===== src/rtl/serial_addsub20_ctrl.sv =====
// Multi-cycle WIDTH-bit adder/subtractor: one 5-bit carry-lookahead slice reused LSB-first.
// Optional build macro ADDSUB_SAT_EN clamps the result on signed overflow.

module bit5_cla_adder (
  input  logic [4:0] a,
  input  logic [4:0] b,
  input  logic       cin,
  output logic [4:0] sum,
  output logic       cout
);

  logic [4:0] g;
  logic [4:0] p;
  logic [5:0] c;

  assign g = a & b;
  assign p = a ^ b;

  // Every carry is flattened from cin and the generate/propagate terms; none waits on a lower carry.
  assign c[0] = cin;
  assign c[1] = g[0] | (p[0] & cin);
  assign c[2] = g[1] | (p[1] & g[0]) | (p[1] & p[0] & cin);
  assign c[3] = g[2] | (p[2] & g[1]) | (p[2] & p[1] & g[0]) | (p[2] & p[1] & p[0] & cin);
  assign c[4] = g[3] | (p[3] & g[2]) | (p[3] & p[2] & g[1]) | (p[3] & p[2] & p[1] & g[0])
              | (p[3] & p[2] & p[1] & p[0] & cin);
  assign c[5] = g[4] | (p[4] & g[3]) | (p[4] & p[3] & g[2]) | (p[4] & p[3] & p[2] & g[1])
              | (p[4] & p[3] & p[2] & p[1] & g[0]) | (p[4] & p[3] & p[2] & p[1] & p[0] & cin);

  assign sum  = p ^ c[4:0];
  assign cout = c[5];

endmodule

module serial_addsub20_ctrl #(
  parameter int WIDTH = 20,
  parameter int SLICE = 5
) (
  input  logic             clk,
  input  logic             rst,
  input  logic             start,
  input  logic             sub,
  input  logic [WIDTH-1:0] a,
  input  logic [WIDTH-1:0] b,
  output logic             busy,
  output logic             done,
  output logic [WIDTH-1:0] result,
  output logic             cout,
  output logic             overflow
);

  localparam int NSLICE = WIDTH / SLICE;
  localparam int IW     = (NSLICE > 1) ? $clog2(NSLICE) : 1;
  localparam logic [WIDTH-1:0] SAT_MAX = {1'b0, {(WIDTH-1){1'b1}}};
  localparam logic [WIDTH-1:0] SAT_MIN = {1'b1, {(WIDTH-1){1'b0}}};

  typedef enum logic [1:0] {IDLE, RUN, DONE} state_t;

  state_t           state;
  logic [IW-1:0]    idx;
  logic             carry;
  logic [WIDTH-1:0] opa;
  logic [WIDTH-1:0] opb;

  logic [SLICE-1:0] slice_a;
  logic [SLICE-1:0] slice_b;
  logic [SLICE-1:0] slice_sum;
  logic             slice_cout;
  logic             last_slice;
  logic             ovf_next;
  logic             saturate;

  assign slice_a = opa[idx*SLICE +: SLICE];
  assign slice_b = opb[idx*SLICE +: SLICE];

  bit5_cla_adder u_slice (
    .a    (slice_a),
    .b    (slice_b),
    .cin  (carry),
    .sum  (slice_sum),
    .cout (slice_cout)
  );

  assign last_slice = (idx == IW'(NSLICE - 1));

  // opb is already inverted for subtraction, so the add-form overflow rule covers both modes.
  assign ovf_next = ~(opa[WIDTH-1] ^ opb[WIDTH-1]) & (slice_sum[SLICE-1] ^ opa[WIDTH-1]);

`ifdef ADDSUB_SAT_EN
  assign saturate = ovf_next;
`else
  assign saturate = 1'b0;
`endif

  // NOTE: all state here uses non-blocking assignments so every register sees pre-edge values;
  // a later assignment in the same edge (saturation) cleanly overrides the slice write.
  always_ff @(posedge clk or posedge rst) begin
    if (rst) begin
      state    <= IDLE;
      idx      <= '0;
      carry    <= 1'b0;
      opa      <= '0;
      opb      <= '0;
      busy     <= 1'b0;
      done     <= 1'b0;
      result   <= '0;
      cout     <= 1'b0;
      overflow <= 1'b0;
    end else begin
      case (state)
        IDLE, DONE: begin
          done <= 1'b0;
          if (start) begin
            opa      <= a;
            opb      <= b ^ {WIDTH{sub}};
            carry    <= sub;
            idx      <= '0;
            cout     <= 1'b0;
            overflow <= 1'b0;
            busy     <= 1'b1;
            state    <= RUN;
          end else begin
            busy  <= 1'b0;
            state <= IDLE;
          end
        end

        RUN: begin
          result[idx*SLICE +: SLICE] <= slice_sum;
          carry <= slice_cout;
          idx   <= idx + 1'b1;
          if (last_slice) begin
            state    <= DONE;
            busy     <= 1'b0;
            done     <= 1'b1;
            cout     <= slice_cout;
            overflow <= ovf_next;
            if (saturate) result <= opa[WIDTH-1] ? SAT_MIN : SAT_MAX;
          end
        end

        default: begin
          state <= IDLE;
          busy  <= 1'b0;
          done  <= 1'b0;
        end
      endcase
    end
  end

endmodule


===== config.mk =====
export PLATFORM = sky130hd
export DESIGN_NAME = serial_addsub20_ctrl
export DESIGN_NICKNAME = d
export VERILOG_FILES = /design/src/rtl/serial_addsub20_ctrl.sv
export SDC_FILE = /design/constraint.sdc
export NUM_CORES = 1
export LEC_CHECK = 0
export CAP_MARGIN = 40
export CORE_MARGIN = 2
export CORE_UTILIZATION = 31
export CTS_CLUSTER_SIZE = 10
export DETAILED_ROUTE_END_ITERATION = 8
export HOLD_SLACK_MARGIN = 0.15
export PLACE_DENSITY = 0.56
export SYNTH_ARGS = -nofsm -noshare
export SYNTH_HDL_FRONTEND = slang
export SYNTH_SLANG_ARGS = --single-unit

===== constraint.sdc =====
create_clock -name clk -period 3 [get_ports clk]
set_input_delay 0.6 -clock clk [delete_from_list [all_inputs] [get_ports clk]]
set_output_delay 0.6 -clock clk [all_outputs]
set_load 0.005 [all_outputs]

==> metrics.txt, run 1 <==
Reg power frac 31.5%; Hold Vio Cnt, Final 0; CP endpoint kind register; fmax 350 MHz; hold path cells 2; final period utilization 95.1%; cell area after layout 0.00433 sq mm; TritonCTS clock tree built; number of synthesized flops with an enable pin 0; number of post-CTS setup repair buffers 0; Placed Area 0.00416 sq mm; hold crit path type register to register; Pleak 1.82 nW; average routed wire per standard cell 14.0 um; total global-route track usage 13.2%; switching pwr 0.00200 W; clk sink count 67; Resize count post-CTS 0; Crit Path Class register to register; clock share of power 13.2%; xor/xnor share of the synthesized area 6.09%; mux cell area share after synthesis 14.2%; Worst Setup Start Kind register; IO Port Bufs 67; compound-cell area share of the yosys netlist 12.1%; Die Width 107 um; fin worst setup slack 0.147 ns; grt ovf 0; sw frac 40.8%; DRC 0; CTS Root Cell clkbuf_8; vias in the first global route 2364; count leader, synth dfrtp_1; clock latency on the worst-skew pair 0.33 ns; DR pass1 iterations 4; Final min period 2.85 ns; Pwr Total 0.00490 W; Reg clk slew, reported paths 0.07 ns; hold worst-path end result[1]$_DFFE_PP0P_; Data arrival, critical path 3.05 ns; ANT cells 0; leading area contributor after synthesis dfrtp_1; hold slack final 0.475 ns; crit-path leading delay family compound AO/OA/AOI/OAI gates; clock skew 0.00560 ns; Synth top area share 50.7%; first-pass GRT wire length 11.7 mm; simple-gate share of the synthesized area 8.70%; slowest stage delay, CP 0.55 ns; WP data required 3.19 ns; largest family of logic cells by synthesized area multiplexers; cell internal pwr 0.00290 W; NumNets Final 410; die area 0.0115 sq mm; drt via density 4.59; Rows 37; Hold Startpoint result[1]$_DFFE_PP0P_; DP Worst Slack 0.179 ns; Hold-fix buffers, CTS 0; Crit-path slowest cell mux4_2; RR Startpoint idx[0]$_DFFE_PP0P_; top cells by count, synth 67 x dfrtp_1, 40 x nand2_1, 24 x o21ai_0; Async SR Flop Fraction 100%; Routed Antenna Nets 0; RR Endpoint result[4]$_DFFE_PP0P_; largest buffer count on any clock path 2; Avg Inst Size Synth 11.7 sq um; setup_tns 0 ns; Crit Path Max Fanout 20; share of layout cells above drive strength 1 16.0%; DRT iter0 DRCs 113; Adder-Cell Fraction of Synth Area 5.14%; Final setup viols 0; outcome complete, no violations; Ports 68; Cells after Synth 282; Top FF cell, synth dfrtp_1; Post-Syn Area 0.00331 sq mm; via count 2256; synth-to-layout area growth 30.7%; worst r2r path cells 8; WP buf/inv 1; DP HPWL 5.21 mm; maximum VDD drop 0.000638 V; CTS H-tree lvls 3; core area 0.0103 sq mm; RSZ-0062 raised after global routing false; Comb power frac 55.3%; slew margin rel. 46.4%; Slew @ Worst Pin 0.804 ns; crit path cell chain buf_12 -> mux4_2 -> ha_1 -> and3_1 -> o2bb2ai_1 -> nor3_1 -> a2bb2oi_1 -> o31ai_1; Starting Density 32.1%; top cells by area, synth dfrtp_1 51%, mux2_2 6.8%, mux4_2 6.8%; CP startpoint idx[0]$_DFFE_PP0P_; post-synthesis sequential area ratio 50.7%; initial antenna violation count 0; max_cap viols 0; Detailed Route WL 6.89 mm; total CTS buffers 9; final slew viol count 0; r2r setup slk 0.15 ns; Yosys reg bits 67; pwr/cell area 1130 mW/mm^2; FILL cells 1010; die height 107 um; largest net degree at the start of global routing 40; synth unique cells 41; Warnings, synthesis 0; Synth Net Count 339; GPL Wtd Cong 0.751
-- cells in the final DEF, fill, tap and decap left out, types with 2 or more instances in the layout --
cell type | Yosys | routed
o21ai_0 | 24 | 24
buf_12 | 0 | 2
clkbuf_8 | 0 | 11
a22o_1 | 8 | 8
nand2_1 | 40 | 40
clkdlybuf4s50_1 | 0 | 67
and3_1 | 2 | 2
nor3_1 | 4 | 4
mux2i_1 | 2 | 2
ha_1 | 12 | 12
inv_1 | 9 | 8
mux4_2 | 10 | 10
buf_4 | 0 | 4
dfrtp_1 | 67 | 67
nor2_1 | 5 | 5
o31ai_1 | 6 | 6
o21ai_1 | 8 | 8
nand3_1 | 2 | 2
o41ai_1 | 3 | 3
a21oi_1 | 4 | 4
xnor2_1 | 23 | 23
mux2_2 | 20 | 20
-- per-layer routing --
metal | global-route usage (%) | vias to the layer above | routed length (um)
met5 | 0 | - | 0
met4 | 3.62 | 0 | 76
met3 | 3.69 | 8 | 331
met2 | 21.3 | 57 | 3220
met1 | 17.5 | 1061 | 3260
li1 | - | 1130 | -
-- registers in the layout (all words and copies together), names as in the netlist --
signal / count
carry: 1
cout: 1
done: 1
idx: 2
opa: 20
opb: 20
overflow: 1
result: 20
state: 1
-- layout make-up --
| type | count | area, sq um | share of cell area [%] |
|---|---|---|---|
| Sequential cell | 67 | 1680 | 38.8 |
| Clock inverter | 2 | 12.5 | 0.289 |
| Multi-Input combinational cell | 192 | 1530 | 35.5 |
| Clock buffer | 12 | 155 | 3.59 |
| Inverter | 10 | 37.5 | 0.868 |
| Tap cell | 136 | 170 | 3.93 |
| Timing Repair Buffer | 73 | 741 | 17.1 |
-- tightest hold or removal path: stages (launching register included) --
cell and delay [ns]:
dfrtp_1 0.34, nand2_1 0.05, o31ai_1 0.05
-- cells by family after synthesis --
family                     Yosys count
adders and majority gates           13
DFF                                 67
buffers and inverters               23
AOI/OAI and AO/OA                   61
xor gates and xnor gates            23
muxes                               32
and+or+nand+nor                     63
-- power by group through the flow --
stage                     Clock [W]  Combinational (W)  Sequential [W]
final                      0.000645            0.00271         0.00154
after global routing       0.000713            0.00303         0.00160
after CTS                  0.000673            0.00275         0.00155
after detailed placement          0            0.00274         0.00157
after global placement            0            0.00268         0.00157
after floorplan                   0            0.00191         0.00149
-- worst max path at each step --
| stage | depth (start not counted) | endpoint | slack, ns |
|---|---|---|---|
| floorplan | 9 | result[4]$_DFFE_PP0P_ | 0.35 |
| global placement | 8 | result[9]$_DFFE_PP0P_ | 0.27 |
| detailed placement | 8 | result[4]$_DFFE_PP0P_ | 0.18 |
| CTS | 8 | result[4]$_DFFE_PP0P_ | 0.15 |
| global route | 8 | result[9]$_DFFE_PP0P_ | 0.02 |
| finish | 8 | result[4]$_DFFE_PP0P_ | 0.15 |
-- per-stage QoR --
| step | cells | utilization (%) |
|---|---|---|
| 3_5_place_dp | 478 | 40.3 |
| 4_1_cts | 492 | 41.9 |
| 2_1_floorplan | 282 | - |
| 3_3_place_gp | 478 | 40.3 |
| 6_report | 492 | 41.9 |
| 5_1_grt | 492 | 41.9 |
Power figures use the tool's default switching activity.
==> inputs of run 2 (changes only) <==
--- a/config.mk
+++ b/config.mk
@@ -10,8 +10,10 @@
 export CORE_UTILIZATION = 31
 export CTS_CLUSTER_SIZE = 10
 export DETAILED_ROUTE_END_ITERATION = 8
+export GPL_ROUTABILITY_DRIVEN = 0
 export HOLD_SLACK_MARGIN = 0.15
 export PLACE_DENSITY = 0.56
+export SETUP_SLACK_MARGIN = 0.3
 export SYNTH_ARGS = -nofsm -noshare
 export SYNTH_HDL_FRONTEND = slang
 export SYNTH_SLANG_ARGS = --single-unit
==> run 2 against run 1 <==
Compared with the run above: fmax increased by 12%; register-to-register slack improved by 0.30 ns; hold slack hardly changed; routed wire length up 1.1%; total power rose by 3.2%.
==> metrics.txt, run 2 (synthesis results as in run 1) <==
outcome complete, no violations; clock latency on the worst-skew pair 0.33 ns; Pleak 1.84 nW; FILL cells 1005; multi-input logic area 0.00155 sq mm; DRC 0; Hold-fix buffers, CTS 0; switching pwr 0.00206 W; DP Worst Slack 0.179 ns; Comb power frac 56.6%; Worst Setup Start Kind register; hold crit path type register to register; synth-to-layout area growth 32.3%; total CTS buffers 9; Die Width 107 um; most frequent cells in the layout 67 x clkdlybuf4s50_1, 66 x dfrtp_1, 40 x nand2_1; NumNets Final 412; total global-route track usage 13.2%; IO Port Bufs 67; most common cell after layout, fill and taps aside clkdlybuf4s50_1; WP data required 3.21 ns; hold slack final 0.475 ns; Slew @ Worst Pin 0.823 ns; core area 0.0103 sq mm; Reg clk slew, reported paths 0.07 ns; TritonCTS clock tree built; Reg power frac 30.6%; vias in the first global route 2365; maximum VDD drop 0.000639 V; largest net degree at the start of global routing 40; slew margin rel. 45.1%; max_cap viols 0; CTS Root Cell clkbuf_8; clock share of power 12.8%; Final min period 2.55 ns; Starting Density 32.1%; Ports 68; Rows 37; final slew viol count 0; Final Core Density 42.4%; largest buffer count on any clock path 2; grt ovf 0; Data arrival, critical path 2.76 ns; CP endpoint kind register; CTS H-tree lvls 3; cell internal pwr 0.00300 W; Hold Vio Cnt, Final 0; share of layout cells above drive strength 1 17.6%; first-pass GRT wire length 11.7 mm; DR pass1 iterations 4; final period utilization 85.1%; RSZ-0062 raised after global routing false; sw frac 40.6%; clock skew 0.00547 ns; fmax 391 MHz; initial antenna violation count 0; DP HPWL 5.21 mm; Detailed Route WL 6.97 mm; Crit Path Class register to register; die height 107 um; via count 2258; clk sink count 67; drt via density 4.57; register area 0.00168 sq mm; setup_tns 0 ns; Final setup viols 0; DRT iter0 DRCs 88; biggest regs opa: 20 flops, opb: 20 flops, result: 20 flops; pwr/cell area 1160 mW/mm^2; fin worst setup slack 0.446 ns; average routed wire per standard cell 14.1 um; Routed Antenna Nets 0; ANT cells 0; die area 0.0115 sq mm; Crit Path Max Fanout 10
[run 2: power groups by stage]
stage	combinational (W)	sequential, W	clock [W]
3_3_place_gp	0.00268	0.00157	0
3_5_place_dp	0.00274	0.00157	0
2_1_floorplan	0.00191	0.00149	0
4_1_cts	0.00284	0.00155	0.000673
5_1_grt	0.00319	0.00161	0.000713
6_report	0.00287	0.00155	0.000646
[run 2: repair_timing]
action / 4_1_cts / 5_1_grt
gates cloned: 0 / 1
pin swaps: 0 / 1
setup endpoints to repair: 8 / 11
buffers inserted: 0 / 1
resized for setup: 2 / 2
[run 2: path summary, 6_finish.rpt]
| kind | from | endpoint | slack (ns) | cells after the start |
|---|---|---|---|---|
| setup reg to reg | idx[0]$_DFFE_PP0P_ | result[4]$_DFFE_PP0P_ | 0.45 | 8 |
| hold / removal | result[1]$_DFFE_PP0P_ | result[1]$_DFFE_PP0P_ | 0.48 | 2 |
| setup / recovery | idx[0]$_DFFE_PP0P_ | result[4]$_DFFE_PP0P_ | 0.45 | 8 |
| max in group asynchronous | rst | idx[0]$_DFFE_PP0P_ | 1.66 | 3 |
| min in group asynchronous | rst | result[10]$_DFFE_PP0P_ | 0.70 | 2 |
| hold reg to reg | result[1]$_DFFE_PP0P_ | result[1]$_DFFE_PP0P_ | 0.48 | 2 |
[run 2: routing by layer]
metal,track usage [%],share of wire (%)
met5,0,0
met4,3.62,1.1
met3,3.69,4.8
met2,21.3,47
met1,17.5,47
[run 2: area by class of cell]
type / count / share of cell area, %
sequential: 67 / 38.3
multi-input combinational: 192 / 35.5
timing repair buffer: 75 / 17.7
tap: 136 / 3.89
clock buffer: 12 / 3.54
inverter: 10 / 0.857
clock inverter: 2 / 0.286
[run 2: per-stage QoR]
step / instances / power [W] / instance area [sq um]
after CTS: 492 / 0.00506 / 4340
final: 494 / 0.00506 / 4380
after floorplan: 282 / 0.00340 / 3310
after detailed placement: 478 / 0.00431 / 4160
after global placement: 478 / 0.00424 / 4160
after global routing: 494 / 0.00551 / 4380
[run 2: worst max-delay path, cell delays in order (launching register included)]
cell       delay (ns)
dfrtp_2          0.41
buf_12           0.16
mux4_2           0.53
ha_1             0.40
and3_1           0.19
o2bb2ai_1        0.15
nor3_2           0.18
a2bb2oi_2        0.29
o31ai_1          0.13
